[src/rtl/dmac_pkg.sv]
// Shared definitions for the DMA master: state encoding, address modes,
// descriptor layout and small address-step helpers.
package dmac_pkg;

  localparam int ADDR_W   = 16;
  localparam int DATA_W   = 32;
  localparam int SIZE_W   = 16;
  localparam int DESC_W   = 48;
  localparam int SRC_LSB  = 32;
  localparam int DEST_LSB = 16;
  localparam int SIZE_LSB = 0;

  localparam logic [1:0] MODE_INC_INC = 2'b00;
  localparam logic [1:0] MODE_FIX_SRC = 2'b01;
  localparam logic [1:0] MODE_FIX_DST = 2'b10;

  typedef enum logic [2:0] {
    ST_IDLE  = 3'd0,
    ST_POP   = 3'd1,
    ST_LOAD  = 3'd2,
    ST_READ  = 3'd3,
    ST_WRITE = 3'd4,
    ST_NEXT  = 3'd5,
    ST_DONE  = 3'd6
  } state_t;

  typedef struct packed {
    logic [ADDR_W-1:0] src;
    logic [ADDR_W-1:0] dest;
    logic [SIZE_W-1:0] size;
  } desc_t;

  function automatic desc_t desc_unpack(input logic [DESC_W-1:0] raw);
    desc_t d;
    d.src  = raw[SRC_LSB  +: ADDR_W];
    d.dest = raw[DEST_LSB +: ADDR_W];
    d.size = raw[SIZE_LSB +: SIZE_W];
    return d;
  endfunction

  // Mode 11 is not a distinct mode: it increments both sides like 00.
  function automatic logic src_inc(input logic [1:0] mode);
    return (mode != MODE_FIX_SRC);
  endfunction

  function automatic logic dest_inc(input logic [1:0] mode);
    return (mode != MODE_FIX_DST);
  endfunction

endpackage

[src/rtl/dmac_addr_gen.sv]
// Source/destination/size counters for one descriptor; addresses advance
// per op_mode with 16-bit wrap on every granted write.
module dmac_addr_gen
  import dmac_pkg::*;
(
  input  logic              clk,
  input  logic              reset_n,
  input  logic              load,
  input  logic              step,
  input  logic [1:0]        op_mode,
  input  desc_t             desc,
  output logic [ADDR_W-1:0] dest,
  output logic [ADDR_W-1:0] src_nxt,
  output logic              last
);

  logic [ADDR_W-1:0] src;
  logic [ADDR_W-1:0] dest_nxt;
  logic [SIZE_W-1:0] size;

  assign src_nxt  = src  + {{(ADDR_W-1){1'b0}}, src_inc(op_mode)};
  assign dest_nxt = dest + {{(ADDR_W-1){1'b0}}, dest_inc(op_mode)};
  assign last     = (size == SIZE_W'(1));

  always_ff @(posedge clk or negedge reset_n) begin
    if (!reset_n) begin
      src  <= '0;
      dest <= '0;
      size <= '0;
    end else if (load) begin
      src  <= desc.src;
      dest <= desc.dest;
      size <= desc.size;
    end else if (step) begin
      src  <= src_nxt;
      dest <= dest_nxt;
      size <= size - SIZE_W'(1);
    end
  end

endmodule

[src/rtl/dmac_master.sv]
// Descriptor-driven DMA bus master: pops {src,dest,size}, copies word by word.
// Optional macro DMAC_MASTER_XFER_CNT_EN adds the xfer_cnt write counter port.
module dmac_master
  import dmac_pkg::*;
(
  input  logic              clk,
  input  logic              reset_n,
  input  logic              op_start,
  input  logic              op_clear,
  input  logic [1:0]        op_mode,
  input  logic              empty,
  output logic              rd_en,
  input  logic [DESC_W-1:0] fifo_dout,
  output logic              m_req,
  input  logic              m_grant,
  output logic              m_wr,
  output logic [ADDR_W-1:0] m_addr,
  output logic [DATA_W-1:0] m_dout,
  input  logic [DATA_W-1:0] m_din,
  output logic              op_done
`ifdef DMAC_MASTER_XFER_CNT_EN
  ,
  output logic [SIZE_W-1:0] xfer_cnt
`endif
);

  state_t            state_q;
  desc_t             desc;
  logic [DATA_W-1:0] data_buf;
  logic [ADDR_W-1:0] dest;
  logic [ADDR_W-1:0] src_nxt;
  logic              last;
  logic              load;
  logic              step;

  assign desc   = desc_unpack(fifo_dout);
  assign load   = (state_q == ST_LOAD);
  assign step   = (state_q == ST_WRITE) && m_grant;
  assign m_dout = data_buf;

  dmac_addr_gen u_addr_gen (
    .clk     (clk),
    .reset_n (reset_n),
    .load    (load),
    .step    (step),
    .op_mode (op_mode),
    .desc    (desc),
    .dest    (dest),
    .src_nxt (src_nxt),
    .last    (last)
  );

  // Bus outputs are set on the transition into READ/WRITE so they are
  // already valid, and then frozen, for the whole wait-for-grant period.
  always_ff @(posedge clk or negedge reset_n) begin
    if (!reset_n) begin
      state_q  <= ST_IDLE;
      rd_en    <= 1'b0;
      m_req    <= 1'b0;
      m_wr     <= 1'b0;
      m_addr   <= '0;
      data_buf <= '0;
      op_done  <= 1'b0;
    end else begin
      rd_en <= 1'b0;
      case (state_q)
        ST_IDLE: begin
          if (op_start && !empty) begin
            state_q <= ST_POP;
            rd_en   <= 1'b1;
          end
        end
        ST_POP: state_q <= ST_LOAD;
        ST_LOAD: begin
          if (desc.size == '0) begin
            state_q <= ST_NEXT;
          end else begin
            state_q <= ST_READ;
            m_req   <= 1'b1;
            m_wr    <= 1'b0;
            m_addr  <= desc.src;
          end
        end
        ST_READ: begin
          if (m_grant) begin
            data_buf <= m_din;
            m_wr     <= 1'b1;
            m_addr   <= dest;
            state_q  <= ST_WRITE;
          end
        end
        ST_WRITE: begin
          if (m_grant) begin
            m_wr <= 1'b0;
            if (last) begin
              m_req   <= 1'b0;
              state_q <= ST_NEXT;
            end else begin
              m_addr  <= src_nxt;
              state_q <= ST_READ;
            end
          end
        end
        // Dropping op_start wins over an empty queue: the run was disabled,
        // so it ends quietly in IDLE rather than raising op_done.
        ST_NEXT: begin
          if (!op_start) begin
            state_q <= ST_IDLE;
          end else if (empty) begin
            state_q <= ST_DONE;
            op_done <= 1'b1;
          end else begin
            state_q <= ST_POP;
            rd_en   <= 1'b1;
          end
        end
        ST_DONE: begin
          if (op_clear) begin
            op_done <= 1'b0;
            state_q <= ST_IDLE;
          end
        end
        default: state_q <= ST_IDLE;
      endcase
    end
  end

`ifdef DMAC_MASTER_XFER_CNT_EN
  // Counts across all descriptors of one run; a new run starts at IDLE->POP.
  always_ff @(posedge clk or negedge reset_n) begin
    if (!reset_n) begin
      xfer_cnt <= '0;
    end else if ((state_q == ST_IDLE) && op_start && !empty) begin
      xfer_cnt <= '0;
    end else if (step) begin
      xfer_cnt <= xfer_cnt + SIZE_W'(1);
    end
  end
`endif

endmodule

[config.mk]
export PLATFORM = sky130hd
export DESIGN_NAME = dmac_master
export DESIGN_NICKNAME = d
export VERILOG_FILES = /design/src/rtl/dmac_pkg.sv /design/src/rtl/dmac_addr_gen.sv /design/src/rtl/dmac_master.sv
export SDC_FILE = /design/constraint.sdc
export NUM_CORES = 1
export LEC_CHECK = 0
export CORE_ASPECT_RATIO = 1.4
export CORE_MARGIN = 2
export CORE_UTILIZATION = 61
export CTS_BUF_LIST = sky130_fd_sc_hd__clkbuf_8
export DETAILED_ROUTE_END_ITERATION = 8
export DONT_BUFFER_PORTS = 1
export PLACE_DENSITY = 0.83
export SKIP_CTS_REPAIR_TIMING = 1
export SKIP_LAST_GASP = 1
export SLEW_MARGIN = 20
export SYNTH_ARGS = -nofsm -noshare
export SYNTH_HDL_FRONTEND = slang
export SYNTH_SLANG_ARGS = --single-unit
[constraint.sdc]
create_clock -name clk -period 2.46 [get_ports clk]
set_input_delay 0.492 -clock clk [delete_from_list [all_inputs] [get_ports clk]]
set_output_delay 0.492 -clock clk [all_outputs]
set_load 0.05 [all_outputs]
# --- Word level (Yosys, flattened, before mapping) ---
# Index checks and enable logic that the tools add are counted.
totals:
  register_bits: 103
  input_bits: 88
  output_inout_bits: 52
op_classes:
  n_addsub: 3
  n_eq_ne: 18
  mux: 36
  reduce_logical: 15
op_table:
  columns: ["operator", "n"]
  rows:
  - ["2-to-1 mux 16 bit", 10]
  - ["one-hot mux 16 bit (3 select lines)", 1]
  - ["adder 16 x 1 -> 16 bit", 2]
  - ["2-to-1 mux 3 bit", 8]
  - ["one-hot mux 3 bit (7 select lines)", 1]
  - ["inequality test 2 bit (second input constant)", 10]
  - ["equality test 16 x 1 -> 1 bit (second input constant)", 1]
  - ["logical NOT 16 bit", 1]
  - ["AND reduction 4 bit", 4]
  - ["subtractor 16 x 1 -> 16 bit (second input constant)", 1]
  - ["2-to-1 mux 1 bit", 12]
  - ["equality test 3 bit (second input constant)", 3]
  - ["equality test 3 x 2 -> 1 bit (second input constant)", 2]
  - ["one-hot mux 1 bit (2 select lines)", 3]
  - ["nonzero test 2 bit", 3]
  - ["AND reduction 5 bit", 1]
  - ["equality test 3 x 1 -> 1 bit (second input constant)", 1]
  - ["logical NOT 3 bit", 1]
  - ["one-hot mux 1 bit (3 select lines)", 1]
  - ["nonzero test 3 bit", 1]
  - ["logical AND 1 bit", 2]
  - ["inequality test 2 x 1 -> 1 bit (second input constant)", 1]
  - ["AND reduction 2 bit", 1]
  - ["logical NOT 1 bit", 1]

# --- Longest topological paths before layout ---
depth:
  depth_word: 5
  depth_mapped: 8
  ltp_nobuf: 7

# --- By module ---
# Synthesis repeated with hierarchy kept, for this count alone.
unflattened:
  cells_unflattened: 594
  hier_area_um2: 5750.5
by_module_without_submodules:
  columns: ["module", "instances", "cells_each", "area_each_um2", "seq_area_each_um2"]
  rows:
  - ["dmac_addr_gen", 1, 336, 2946.6, 1201.2]
  - ["dmac_master", 1, 258, 2803.9, 1376.3]

# --- Least setup slack after synthesis ---
# No wires, ideal clock.
synth_path:
  path_type: "input-to-reg"
  startpoint: "input op_mode[1]"
  endpoint: "register m_addr[14]"
  arrival_time_ns: 1.977
  slack_ns: 0.358
  path_stages: 7
  path_buffers: 0
  cell_sequence: "nand2b_1 ha_1 nand4_2 nor4_1 xnor2_1 o22ai_1 mux2_2"
synth_via:
  elab_chain_cells: 5
synth_lines:
  columns: ["item", "line_no", "source"]
  rows:
  - ["from (decl)", "dmac_master.sv:10", "input logic [1:0] op_mode,"]
  - ["inequality test 2 x 1 -> 1 bit", "dmac_pkg.sv:43", "return (mode != MODE_FIX_SRC);"]
  - ["adder 16 x 1 -> 16 bit", "dmac_addr_gen.sv:21", "assign src_nxt = src + {{(ADDR_W-1){1'b0}}, src_inc(op_mode)};"]
  - ["2-to-1 mux 16 bit", "dmac_master.sv:95", "if (last) begin"]
  - ["2-to-1 mux 16 bit", "dmac_master.sv:93", "if (m_grant) begin"]
  - ["one-hot mux 16 bit (3 select lines)", "dmac_master.sv:66", "case (state_q)"]
  - ["to (signal assigned)", "dmac_master.sv:81", "m_addr <= desc.src;"]
  - ["to (signal assigned)", "dmac_master.sv:88", "m_addr <= dest;"]
  - ["to (signal assigned)", "dmac_master.sv:99", "m_addr <= src_nxt;"]
  - ["to (decl)", "dmac_master.sv:17", "output logic [ADDR_W-1:0] m_addr,"]
# No other way between the ends. The select of a mux whose other input is x is not followed.
# A chain may end at the register's enable or synchronous reset.

# --- Worst setup path in the final report ---
layout_path:
  startpoint: "register state_q[1]"
  endpoint: "register m_addr[15]"
layout_via:
  elab_chain_cells: 3
  elab_cells_between_ends: 10
  classes_between: "eq/ne (7); mux (1); reduce/logical (2)"
layout_lines:
  columns: ["item", "line_no", "source"]
  rows:
  - ["from (decl)", "dmac_master.sv:27", "state_t state_q;"]
  - ["from (signal assigned)", "dmac_master.sv:57", "state_q <= ST_IDLE;"]
  - ["from (signal assigned)", "dmac_master.sv:69", "state_q <= ST_POP;"]
  - ["from (signal assigned)", "dmac_master.sv:73", "ST_POP: state_q <= ST_LOAD;"]
  - ["equality test 3 bit or equality test 3 x 2 -> 1 bit (tied branches)", "dmac_master.sv:66", null]
  - ["inequality test 2 bit (no line) or nonzero test 3 bit (tied branches)", null, null]
  - ["AND reduction 5 bit (no line)", null, null]
# Parallel ways exist; a longest one is shown, timed or not.

==> results.md <==
- The flow ran to the end, but the final reports show violations.
- The final reports fail on negative hold slack.
- The number of cells on the worst reg-to-reg path is 5.
- Along the worst path, the maximum fanout reaches 16.
- The part of the power in combinational logic is 33.3%.
- The global-route usage over all layers is between 20 and 30%.
- The critical path class is flip-flop to flip-flop.
- The via count of the first global-routing pass is 4404.
- Among all flip-flop cells after synthesis, the most frequent one is sky130_fd_sc_hd__dfrtp_1.
- The synthesized netlist contains 64 unique library cells.
- The number of antenna violations at the first check in global routing is 0.
- The overall overflow remaining after global route is 0.
- The adder-cell share of the synthesized area is 1.34%.
- Of the total power, registers draw between 50% and 60%.
- The simple logic cell fraction of the synthesized area is 18.9%.
- In this run the tool buffered the top-level ports with 0 buffer cells.
- Once detail routing completed, the nets flagged for antenna violations numbered 0.
- Synthesis produced a netlist with a net count of 660.
- The clock-pin slew on the worst setup and hold paths is ~0.090 ns.
- Across the VDD grid, the largest voltage drop is 967 uV.
- The first-pass detailed-route iteration total is 5.
- The slack of the worst reg-to-reg path is 0.18 ns.
- The compound-gate portion of the synthesized area is between 10 and 15%.
- Relative to the synthesized area, the layout overhead comes to 5.33%.
- The slowest stage of the critical path belongs to the cell sky130_fd_sc_hd__nor2_2.
- Entering global routing, the biggest net connects 104 pins.
- The die extent in y is 117 um.
- The synthesized design contains 0 enable-type register cells.
- The switching power as a share of total power is about half.
- In this run the critical register-to-register path is captured at m_addr[15].
- The worst hold path belongs to the class input port to async pin.
- The stage delay of the slowest cell on the critical path is 0.73 ns.
- The global placement routability congestion is 0.931.
- Of all flip-flops after synthesis, the portion carrying an async set or reset was 100%.
- The static leakage is roughly 2.3 nW.
- The average wire per cell in the routed design is 20.7 um.
- At the pin with the least slew margin, the transition time is 0.926 ns.
- In this run the power spent charging and discharging nets is between 0.004 and 0.005 W.
- The clock reaches the later pin of the worst-skew pair after 0.37 ns.
- The fraction of the cycle the final worst path needs is 92.5%.
- The clock period could shrink to 2.28 ns.
- The count of antenna diodes in the layout is 0.
- The share of post-route cells with drive strength above 1 is 16.8%.
- After Yosys synthesis, XOR and XNOR cells account for 5.95% of the synthesized area.
- Leaving out fill and tap cells, the most frequent cells in the layout are 103 x sky130_fd_sc_hd__dfrtp_1, 52 x sky130_fd_sc_hd__nand2_1, 45 x sky130_fd_sc_hd__o21ai_0, 45 x sky130_fd_sc_hd__mux2_2, 43 x sky130_fd_sc_hd__nor2_1.
- The post-synthesis sequential element count is 103.
- The tree built by TritonCTS fans out to 103 sinks.
- The worst hold slack is -0.193 ns.
- The cell count after synthesis came out at 566.
- The count of filler cells inserted in the layout is 734.
- The initial DRC count is slightly above 300.
- STA classifies the critical path endpoint as a flip-flop.
- Summed over all layers, the routed wires come to 13800 um.
- The H-tree generated during clock tree synthesis spans 3 levels.
- The clock network burns 11.6% of the power.
- The finished layout holds 668 standard cells, fillers aside.
- The average footprint of a synthesized cell is 9.88 um^2.
- The buffer cell driving the clock tree root is sky130_fd_sc_hd__clkbuf_8.
- In this run the critical register-to-register path is launched from state_q[1].
- The power density relative to cell area is 1500 nW/um^2.
- The yosys synthesis warning count is 0.
- The aggregate negative setup slack is 0 ns.
- The floorplan die area is 9960 um^2.
- The internal power summed over all cells is between 0.004 and 0.005 W.
- The arrival time of the worst setup path is 2.53 ns.
- The total I/O pin count is 140.
- The total number of vias is approximately 4500.
- The final layout net count is 650.
- Clock tree synthesis inserted a total of 9 buffers.
- Based on the critical path, the design can be clocked at up to 0.439 GHz.
- The relative max-transition margin is 38.2%.
- Once placement completed, the tool counted placed cells totaling about 650.
- The number of standard-cell rows in the floorplan is ~40.
- The signal on the critical path passes through nand2b_1 -> or2_0 -> o21ai_1 -> nor2_2 -> mux2_2.
- The mapped netlist covers ~5600 um^2.
- The width of the die is approximately 85 um.
- The CTS tree is done.
- Setup violations remaining at the end of the flow were counted as 0.
- The hold violation total from the final report is 103.
- Setup repair after global routing left no endpoint under its margin.
- The timing startpoint of the critical path is state_q[1].
- The portion of synthesized area spent on multiplexers is 9.87%.
- The wire length of the first global-routing pass is 22000 um.
- Sequential cells were found to cover 46.1% of the synthesized design area.
- Across the run, the number of max-cap violations was 0.
- After detailed routing, the number of vias per cell comes to 6.72.
- The most common cell after layout, fill and taps aside is sky130_fd_sc_hd__dfrtp_1.
- The startpoint class of the critical path is a flip-flop.
- Data on the critical path is required at its endpoint by between 2 and 3 ns.
- The max-slew violation count is 0.
- After synthesis, the largest family of logic cells by area is simple AND/OR/NAND/NOR gates.
- On the final layout, the worst clock skew is between 0.007 and 0.008 ns.
- The placed wire-length estimate is 10100 um.
- The area of the core is 8980 um^2.
- The maximum clock path buffer count is 2.
- The detailed-route DRC error count is 0.
- Once the floorplan was initialized, standard cells occupied 62.3% of the core.
- The end point of the critical path is m_addr[15].
-- logic make-up (layout without fill, tap and decap cells) --
kind of cell / after synthesis / in the layout
xor gates and xnor gates: 38 / 38
AOI/OAI and AO/OA: 124 / 124
buffers and inverters: 47 / 42
DFF: 103 / 103
muxes: 49 / 49
and+or+nand+nor: 199 / 199
adders and majority gates: 6 / 6
-- cell type report --
class | instances | area (um^2) | area share, %
repair buffers | 18 | 135 | 2.29
clock buffers | 9 | 124 | 2.10
well taps | 107 | 134 | 2.27
multi-input cells | 416 | 2820 | 47.9
flip-flops and latches | 103 | 2580 | 43.8
clock inverters | 7 | 65.1 | 1.10
inverters | 8 | 30.0 | 0.510
-- registers in the layout (all words and copies together), names as in the netlist --
name / cells
m_dout: 32
m_addr: 16
u_addr_gen.dest: 16
u_addr_gen.size: 16
u_addr_gen.src: 16
state_q: 3
m_req: 1
m_wr: 1
op_done: 1
rd_en: 1
-- worst max-delay path, delay by kind of cell (launching register included) --
| kind | cells | cell delay [ns] |
|---|---|---|
| flops | 1 | 0.47 |
| mux | 1 | 0.42 |
| simple gates | 3 | 1.14 |
| compound gates | 1 | 0.12 |
-- metal layers --
metal / track usage [%] / routed length [um]
met1: 34.7 / 5260
met5: 0 / 0
met2: 49.1 / 6910
met4: 10.1 / 342
met3: 6.38 / 1320
-- power groups by stage --
| stage | clock (W) | combinational, W | sequential [W] |
|---|---|---|---|
| finish | 0.00103 | 0.00294 | 0.00488 |
| global route | 0.00112 | 0.00326 | 0.00498 |
| CTS | 0.00105 | 0.00293 | 0.00486 |
| detailed placement | 0 | 0.00291 | 0.00489 |
| global placement | 0 | 0.00279 | 0.00484 |
| floorplan | 0 | 0.00245 | 0.00454 |
-- worst min-delay path by stage --
stage,startpoint,cells after the start,endpoint
after floorplan,reset_n,0,m_addr[0]
after global placement,reset_n,0,m_dout[5]
after detailed placement,reset_n,0,m_dout[5]
after CTS,reset_n,0,m_addr[3]
after global routing,reset_n,0,u_addr_gen.size[1]
final,reset_n,0,m_dout[5]
-- metrics by stage --
stage	power, W	setup WS [ns]	utilization (%)	instance area, um^2
5_1_grt	0.00936	0.00853	65.6	5890
2_1_floorplan	0.00699	0.358	-	5590
3_5_place_dp	0.00780	0.151	63.5	5700
3_3_place_gp	0.00763	0.231	63.5	5700
6_report	0.00885	0.183	65.6	5890
4_1_cts	0.00884	0.182	65.6	5890
-- cells in the mapped netlist, types with 2 or more instances --
master | n | area (um^2)
sky130_fd_sc_hd__inv_1 | 8 | 30.0
sky130_fd_sc_hd__nor3b_1 | 4 | 30.0
sky130_fd_sc_hd__a221o_1 | 13 | 130
sky130_fd_sc_hd__and2_1 | 3 | 18.8
sky130_fd_sc_hd__clkbuf_1 | 22 | 82.6
sky130_fd_sc_hd__a21oi_1 | 17 | 85.1
sky130_fd_sc_hd__buf_2 | 15 | 75.1
sky130_fd_sc_hd__nor2_1 | 44 | 165
sky130_fd_sc_hd__o21ai_1 | 3 | 15.0
sky130_fd_sc_hd__a221oi_1 | 3 | 26.3
sky130_fd_sc_hd__o211ai_1 | 2 | 15.0
sky130_fd_sc_hd__nand4_1 | 11 | 68.8
sky130_fd_sc_hd__o22ai_1 | 15 | 93.8
sky130_fd_sc_hd__a21boi_0 | 6 | 45.0
sky130_fd_sc_hd__nor3_1 | 9 | 45.0
sky130_fd_sc_hd__a22oi_1 | 7 | 52.6
sky130_fd_sc_hd__mux2i_1 | 3 | 30.0
sky130_fd_sc_hd__xor2_1 | 13 | 114
sky130_fd_sc_hd__nand2b_1 | 4 | 25.0
sky130_fd_sc_hd__and3_1 | 6 | 37.5
sky130_fd_sc_hd__nand3b_1 | 3 | 22.5
sky130_fd_sc_hd__a31oi_1 | 3 | 18.8
sky130_fd_sc_hd__ha_1 | 6 | 75.1
sky130_fd_sc_hd__or3_1 | 4 | 25.0
sky130_fd_sc_hd__dfrtp_1 | 103 | 2580
sky130_fd_sc_hd__xnor2_1 | 25 | 219
sky130_fd_sc_hd__nand2_1 | 52 | 195
sky130_fd_sc_hd__and4_1 | 4 | 35.0
sky130_fd_sc_hd__nor4_1 | 15 | 93.8
sky130_fd_sc_hd__nand3_1 | 17 | 85.1
sky130_fd_sc_hd__o21ai_0 | 45 | 225
sky130_fd_sc_hd__nor2b_1 | 4 | 25.0
sky130_fd_sc_hd__mux2_2 | 45 | 507
sky130_fd_sc_hd__nand4_2 | 2 | 25.0
Power figures use the tool's default switching activity.
